`config.mk`:
```
export PLATFORM = sky130hd
export DESIGN_NAME = exe_mem_pipe_reg
export DESIGN_NICKNAME = d
export VERILOG_FILES = /design/src/rtl/exe_mem_pipe_reg_pkg.sv /design/src/rtl/exe_mem_pipe_reg_skid_slot.sv /design/src/rtl/exe_mem_pipe_reg.sv
export SDC_FILE = /design/constraint.sdc
export NUM_CORES = 1
export LEC_CHECK = 0
export CAP_MARGIN = 10
export CORE_ASPECT_RATIO = 1.75
export CORE_UTILIZATION = 30
export CTS_CLUSTER_SIZE = 30
export DETAILED_ROUTE_END_ITERATION = 7
export GPL_TIMING_DRIVEN = 0
export SETUP_SLACK_MARGIN = 0.05
export SLEW_MARGIN = 10
export SYNTH_ARGS = -nofsm -noshare
export SYNTH_HDL_FRONTEND = slang
export SYNTH_SLANG_ARGS = --single-unit
```
`constraint.sdc`:
```
create_clock -name clk -period 2.6 [get_ports clk]
set_input_delay 0.26 -clock clk [delete_from_list [all_inputs] [get_ports clk]]
set_output_delay 0.26 -clock clk [all_outputs]
set_load 0.05 [all_outputs]
```
`src/rtl/exe_mem_pipe_reg_pkg.sv`:
```
// ============================================================================
// Module  : exe_mem_pipe_reg_pkg
// Purpose : Shared definitions for the EXE->MEM stage register. These are the
//           default widths, the payload bundle field order, the occupancy
//           state encoding and a payload width helper.
// Ports   : none (package)
// Config  : EXE_MEM_SKID_EN selects the two-entry skid build. It is used by
//           exe_mem_pipe_reg.
// Revision: 1.0 - initial elastic stage register
// ============================================================================
`default_nettype none

package exe_mem_pipe_reg_pkg;

  localparam int WORD_WIDTH_DEF  = 32;
  localparam int REG_ADDR_W_DEF  = 4;
  localparam int REG_FILE_DEPTH  = 16;

  // Canonical field order for every stage register carrying this payload.
  // The flat vectors in exe_mem_pipe_reg are packed in exactly this order.
  typedef struct packed {
    logic [WORD_WIDTH_DEF-1:0] pc;
    logic [WORD_WIDTH_DEF-1:0] instruction;
    logic [REG_ADDR_W_DEF-1:0] dst;
    logic [WORD_WIDTH_DEF-1:0] alu_res;
    logic [WORD_WIDTH_DEF-1:0] val_rm;
    logic                      mem_read;
    logic                      mem_write;
    logic                      wb_en;
  } exe_mem_payload_t;

  // Occupancy of the stage. OCC_TWO exists only in the skid build.
  typedef enum logic [1:0] {
    OCC_EMPTY = 2'd0,
    OCC_ONE   = 2'd1,
    OCC_TWO   = 2'd2
  } occ_state_t;

  // Flat payload width for arbitrary word and register-index widths.
  function automatic int payload_width(input int word_w, input int reg_w);
    return 4 * word_w + reg_w + 3;
  endfunction

endpackage

`default_nettype wire

```
`src/rtl/exe_mem_pipe_reg_skid_slot.sv`:
```
// ============================================================================
// Module  : pipe_skid_slot
// Purpose : One payload register with load enable and valid bit.
//           It holds one stage entry.
// Ports   : clk, rst_n (sync active-low), clr (invalidate, data kept),
//           load (capture data_in, set valid), drop (clear valid),
//           data_in/data_out (WIDTH), valid
// Config  : none
// Revision: 1.0 - initial
// ============================================================================
`default_nettype none

module pipe_skid_slot
  import exe_mem_pipe_reg_pkg::*;
#(
  parameter int WIDTH = payload_width(WORD_WIDTH_DEF, REG_ADDR_W_DEF)
) (
  input  logic             clk,
  input  logic             rst_n,
  input  logic             clr,
  input  logic             load,
  input  logic             drop,
  input  logic [WIDTH-1:0] data_in,
  output logic [WIDTH-1:0] data_out,
  output logic             valid
);

  // A clear only invalidates the entry. The data keeps its last value, so the
  // outputs never go X. A load with a drop in the same cycle means the entry
  // was consumed and replaced, so load wins.
  always_ff @(posedge clk) begin
    if (!rst_n) begin
      data_out <= '0;
      valid    <= 1'b0;
    end else if (clr) begin
      valid    <= 1'b0;
    end else if (load) begin
      data_out <= data_in;
      valid    <= 1'b1;
    end else if (drop) begin
      valid    <= 1'b0;
    end
  end

endmodule

`default_nettype wire

```
`src/rtl/exe_mem_pipe_reg.sv`:
```
// ============================================================================
// Module  : exe_mem_pipe_reg
// Purpose : Elastic EXE->MEM pipeline register with a valid/ready handshake,
//           synchronous flush and qualified control outputs. It also exports
//           the held write-back enable to the hazard unit.
// Ports   : clk, rst_n (sync active-low), flush
//           in_valid/in_ready + pc/instruction/alu_res/val_rm/dst/ctrl inputs
//           out_valid/out_ready + matching outputs, fwd_wb_en
// Config  : EXE_MEM_SKID_EN defined -> two-entry skid buffer with registered
//           in_ready. Undefined -> single entry, in_ready = !out_valid|out_ready.
// Revision: 1.0 - replaces the fixed always-load stage register
// ============================================================================
`default_nettype none

module exe_mem_pipe_reg
  import exe_mem_pipe_reg_pkg::*;
#(
  parameter int WORD_WIDTH = 32,
  parameter int REG_ADDR_W = 4
) (
  input  logic                  clk,
  input  logic                  rst_n,
  input  logic                  flush,
  input  logic                  in_valid,
  output logic                  in_ready,
  input  logic [WORD_WIDTH-1:0] pc_in,
  input  logic [WORD_WIDTH-1:0] instruction_in,
  input  logic [WORD_WIDTH-1:0] alu_res_in,
  input  logic [WORD_WIDTH-1:0] val_rm_in,
  input  logic [REG_ADDR_W-1:0] dst_in,
  input  logic                  mem_read_in,
  input  logic                  mem_write_in,
  input  logic                  wb_en_in,
  output logic                  out_valid,
  input  logic                  out_ready,
  output logic [WORD_WIDTH-1:0] pc_out,
  output logic [WORD_WIDTH-1:0] instruction_out,
  output logic [WORD_WIDTH-1:0] alu_res_out,
  output logic [WORD_WIDTH-1:0] val_rm_out,
  output logic [REG_ADDR_W-1:0] dst_out,
  output logic                  mem_read_out,
  output logic                  mem_write_out,
  output logic                  wb_en_out,
  output logic                  fwd_wb_en
);

  localparam int PW = payload_width(WORD_WIDTH, REG_ADDR_W);

  logic [PW-1:0] in_payload;
  logic [PW-1:0] head_d;
  logic [PW-1:0] head_q;
  logic          head_valid;
  logic          head_load;
  logic          in_xfer;
  logic          out_xfer;
  logic          head_mem_read;
  logic          head_mem_write;
  logic          head_wb_en;

  assign in_payload = {pc_in, instruction_in, dst_in, alu_res_in, val_rm_in,
                       mem_read_in, mem_write_in, wb_en_in};

  assign in_xfer  = in_valid & in_ready;
  assign out_xfer = head_valid & out_ready;

`ifdef EXE_MEM_SKID_EN
  logic [PW-1:0] skid_q;
  logic          skid_valid;
  logic          skid_load;
  occ_state_t    state;
  logic          in_ready_q;

  // The head refills from the skid entry when one is waiting. Otherwise it
  // refills from EXE, either when the head is empty or when it drains in the
  // same cycle.
  assign head_load = (in_xfer & (~head_valid | out_xfer)) | (out_xfer & skid_valid);
  assign head_d    = skid_valid ? skid_q : in_payload;
  // A new entry parks in the skid slot only while the head is stalled.
  assign skid_load = in_xfer & head_valid & ~out_xfer;

  pipe_skid_slot #(.WIDTH(PW)) u_skid_slot (
    .clk      (clk),
    .rst_n    (rst_n),
    .clr      (flush),
    .load     (skid_load),
    .drop     (out_xfer),
    .data_in  (in_payload),
    .data_out (skid_q),
    .valid    (skid_valid)
  );

  // in_ready is registered from the next occupancy. This keeps the MEM-side
  // ready off the EXE/hazard timing path.
  always_ff @(posedge clk) begin
    if (!rst_n || flush) begin
      state      <= OCC_EMPTY;
      in_ready_q <= 1'b1;
    end else begin
      unique case (state)
        OCC_EMPTY: begin
          if (in_xfer) state <= OCC_ONE;
          in_ready_q <= 1'b1;
        end
        OCC_ONE: begin
          if (in_xfer && !out_xfer) begin
            state      <= OCC_TWO;
            in_ready_q <= 1'b0;
          end else begin
            if (!in_xfer && out_xfer) state <= OCC_EMPTY;
            in_ready_q <= 1'b1;
          end
        end
        OCC_TWO: begin
          if (out_xfer) begin
            state      <= OCC_ONE;
            in_ready_q <= 1'b1;
          end
        end
        default: begin
          state      <= OCC_EMPTY;
          in_ready_q <= 1'b1;
        end
      endcase
    end
  end

  assign in_ready = in_ready_q;
`else
  assign head_load = in_xfer;
  assign head_d    = in_payload;
  assign in_ready  = ~head_valid | out_ready;
`endif

  pipe_skid_slot #(.WIDTH(PW)) u_head_slot (
    .clk      (clk),
    .rst_n    (rst_n),
    .clr      (flush),
    .load     (head_load),
    .drop     (out_xfer),
    .data_in  (head_d),
    .data_out (head_q),
    .valid    (head_valid)
  );

  assign {pc_out, instruction_out, dst_out, alu_res_out, val_rm_out,
          head_mem_read, head_mem_write, head_wb_en} = head_q;

  // Stale control bits must never reach MEM or the hazard unit.
  assign out_valid     = head_valid;
  assign mem_read_out  = head_mem_read  & head_valid;
  assign mem_write_out = head_mem_write & head_valid;
  assign wb_en_out     = head_wb_en     & head_valid;
  assign fwd_wb_en     = wb_en_out;

endmodule

`default_nettype wire
```
# After elaboration in Yosys (flattened, before gate mapping)
# Index checks and enable logic that the tools add are counted.
# Widths: inputs -> output; s select.
totals:
  mem_count: 0
  elab_cells: 16
  rom_bits: 0
  latchBits: 0
  ff_bits: 136
  ram_bits: 0
  inputBits: 140
  output_inout_bits: 138
classes:
  add_sub_neg: 0
  div: 0
  multipliers: 0
  bitwise: 9
  eq_ne: 0
  shift: 0
  n_reduce_logical: 3
  n_lt_le_gt_ge: 0
  muxes: 2
op_table:
  columns: ["op", "count"]
  rows:
  - ["$and 1x1->1", 5]
  - ["$not 1->1", 3]
  - ["$mux 1", 2]
  - ["$reduce_and 2->1", 1]
  - ["$reduce_bool 2->1", 1]
  - ["$reduce_or 2->1", 1]
  - ["$or 1x1->1", 1]

# Logic depth before layout (Yosys ltp)
depth:
  ltp_word: 4
  depth_mapped: 6
  ltp_nobuf: 3

# By module
# Synthesis repeated with hierarchy kept, for this count alone.
unflattened:
  hier_cells: 597
  hier_area_um2: 5471.5
modules_own_cells:
  columns: ["mod", "area_per_inst_um2", "instances", "cells_each", "seq_area_each_um2"]
  rows:
  - ["pipe_skid_slot", 5421.4, 1, 590, 2722.6]
  - ["exe_mem_pipe_reg", 50.0, 1, 7, 0.0]

# Least setup slack after synthesis
# OpenSTA, ideal clock, no wires.
synth_timing:
  kind: "register -> output"
  from: "register u_head_slot.valid"
  to: "output port wb_en_out"
  required_time_ns: 2.340
  stages_incl_launch_ff: 3
  n_path_buf: 1
  path_slack_ns: 0.886
  arrival_time_ns: 1.454
  cell_sequence: "dfxtp_1 -> and2_1 -> buf_4"
synth_between:
  elab_chain_cells: 1
synth_lines:
  columns: ["item", "line_no", "text"]
  rows:
  - ["start, declared", "exe_mem_pipe_reg_skid_slot.sv:25", "output logic valid"]
  - ["start signal, assigned", "exe_mem_pipe_reg_skid_slot.sv:34", "valid <= 1'b0;"]
  - ["start signal, assigned", "exe_mem_pipe_reg_skid_slot.sv:36", "valid <= 1'b0;"]
  - ["start signal, assigned", "exe_mem_pipe_reg_skid_slot.sv:39", "valid <= 1'b1;"]
  - ["$and 1x1->1", "exe_mem_pipe_reg.sv:152", "assign wb_en_out = head_wb_en & head_valid;"]
  - ["end, declared", "exe_mem_pipe_reg.sv:43", "output logic wb_en_out,"]
# Every way passes these cells.

# Worst setup path in the final report
# Ends and elaborated chain as after synthesis.

==> impl_results.md <==
* Nets at 1162
* Share of layout cells above drive strength 1 at 17.8%
* Sum Neg Setup Slack at 0 ns
* Period utilization at 83.9%
* Synth Area per Inst at 8.82 sq um
* Worst Path Max Fanout at 5
* Largest net degree at the start of global routing at 17
* CP Capture Type: output pin
* CP Launch Type: flip-flop
* Syn Nets at 867
* Fillers at 2042
* Multi-input logic area at 2420 sq um
* Hold Path Class: primary input to flip-flop
* Post-synthesis cell type count at 14
* DR iter-0 viols at 137
* Final core occ at 48.5%
* DR DRC count at 0
* Top Usage Layer GRT: met2
* Synth warn at 0
* WL final at 18300 um
* Tot Pwr at 6.22 mW
* Max Freq at 459 MHz
* Leak at 4.24 nW
* Initial core utilization at 30.6%
* Clk sinks at 136
* CTS tree: built
* Internal Power at 4.55 mW
* Grt ovf at 0
* Syn-to-layout area delta at 58.2%
* First-pass GRT wire length at 28600 um
* Switching Share at 26.8%
* Post_cts resized at 0
* Clk pwr share at 43.1%
* PD cells at 613 nW/um^2
* Hold-fix buffers at CTS at 0
* Top cell type's share of synthesized area at 42.5%
* Vias at 5348
* Vias in the first global route at 5429
* Count of final hold-check violations at 0
* Drt first pass iters at 6
* Fin. max-slew vios at 0
* Max Cap Viol at 0
* Input/output buffers at 276
* Status: complete, no violations
* Via-to-Cell Ratio at 4.16
* Grt met1 use at 17.0%
* WP data arrival at 1.92 ns
* Top cells by area, synth: dfxtp_1, mux2i_1, buf_4
* Die Y-Extent at 195 um
* WL/cell at 14.2 um
* RSZ-0062 raised after global routing: false
* Gr usage total at 17.1%
* Relative slew slack at 61.4%
* M3 GR Usage at 4.53%
* Initial antenna violation count at 1
* Worst Path Required at 2.34 ns
* Post-CTS setup buffers at 0
* Diode count at 0
* Setup Viol. Count Final at 0
* Post-synthesis sequential area ratio at 42.5%
* FP Rows at 70
* Storage cell area at 2720 sq um
* Min Tclk post-route at 2.18 ns
* Clock latency at the later pin of the worst-skew pair at 0.42 ns
* Io pins at 278
* Synth Instances at 727
* Clk_skew at 0.00644 ns
* Clock Root Buffer: clkbuf_16
* Crit path kind: flip-flop to output pin
* NetSw at 1.67 mW
* Post-synthesis cell area at 6410 sq um
* Share of power burned in registers at 36.1%
* Clock-pin slew on the worst setup and hold paths at 0.06 ns
* Hpwl dp at 14100 um
* Comb pwr share at 20.7%
* Worst Tran Pin Value at 0.578 ns
* RePlAce Congestion at 0.749
* CTS Buf Count at 17
* H-tree Lvls at 4
* Die footprint at 22000 sq um
* Clock Path Buffers at 2
* Antenna-violating nets left at 0
* Post-synth top area cell: dfxtp_1
* Yosys reg bits at 136
* M2 GR Usage at 32.3%
* Worst vdd ir at 0.000399 V
* Die width at 113 um
* Core Region at 20900 sq um
-- per-layer routing --
layer / routed length, um / share of wire (%)
met1: 6830 / 37
met2: 9910 / 54
met3: 897 / 4.9
met4: 629 / 3.4
met5: 16 / 0.088
-- per-stage QoR --
| step | instances | setup WS [ns] | hold slack, ns | cell area [sq um] |
|---|---|---|---|---|
| after floorplan | 727 | 0.886 | 0.336 | 6410 |
| final | 1287 | 0.420 | 0.390 | 10100 |
| after CTS | 1287 | 0.367 | 0.366 | 10100 |
| after global placement | 1255 | 0.719 | 0.442 | 9490 |
| after global routing | 1287 | 0.289 | 0.380 | 10100 |
| after detailed placement | 1255 | 0.712 | 0.448 | 9490 |
-- critical path, stage by stage (launching register included) --
cell	delay, ns
dfxtp_1	0.41
and2_1	0.19
buf_4	0.11
clkdlybuf4s50_1	0.78
-- final cells by class --
type	instances	area share, %
timing repair buffer	276	27.2
multi-input combinational	412	23.8
buffer	178	12.5
sequential	136	26.8
tap	252	3.11
clock buffer	20	4.50
inverter	1	0.0370
clock inverter	12	1.95
-- power groups by stage --
stage	registers, mW	logic, mW	clock network, mW
global route	2.26	1.37	2.86
detailed placement	2.29	1.31	0
floorplan	2.28	0.811	0
CTS	2.25	1.31	2.76
finish	2.25	1.29	2.68
global placement	2.29	1.30	0
-- final timing paths --
path	depth (start not counted)	start	slack (ns)	end
hold reg to reg	2	u_head_slot.data_out[122]	0.45	u_head_slot.data_out[122]
setup / recovery	3	u_head_slot.valid	0.42	wb_en_out
setup reg to reg	6	u_head_slot.valid	0.99	u_head_slot.data_out[115]
hold / removal	3	val_rm_in[25]	0.39	u_head_slot.data_out[28]
-- registers in the layout (all words and copies together) (netlist names) --
register              cells
u_head_slot.data_out    135
u_head_slot.valid         1
-- Yosys cell counts --
library cell  count
buf_4           142
clkbuf_1         27
nor3b_1           1
buf_8             5
and2_1            3
dfxtp_1         136
mux2i_1         135
inv_1             1
nor3b_2           1
nor2b_2           1
nand2_1         270
buf_6             1
nor2_1            1
buf_2             3
-- cell usage in the layout (no fill, tap or decap), types with 2 or more instances in the layout --
| cell type | count |
|---|---|
| mux2i_1 | 135 |
| buf_2 | 3 |
| nand2_1 | 270 |
| clkinv_4 | 2 |
| and2_1 | 3 |
| clkbuf_16 | 17 |
| clkdlybuf4s50_1 | 276 |
| clkinv_2 | 3 |
| clkinvlp_4 | 2 |
| dfxtp_1 | 136 |
| clkbuf_8 | 2 |
| buf_4 | 142 |
| bufinv_16 | 5 |
| clkbuf_1 | 28 |
| buf_8 | 5 |
-- cells by family after synthesis --
| kind of cell | share of synthesized area [%] |
|---|---|
| AND/OR/NAND/NOR | 16.6 |
| flip-flops | 42.5 |
| buffers and inverters | 19.8 |
| multiplexers | 21.1 |
(Power assumes the default switching activity.)
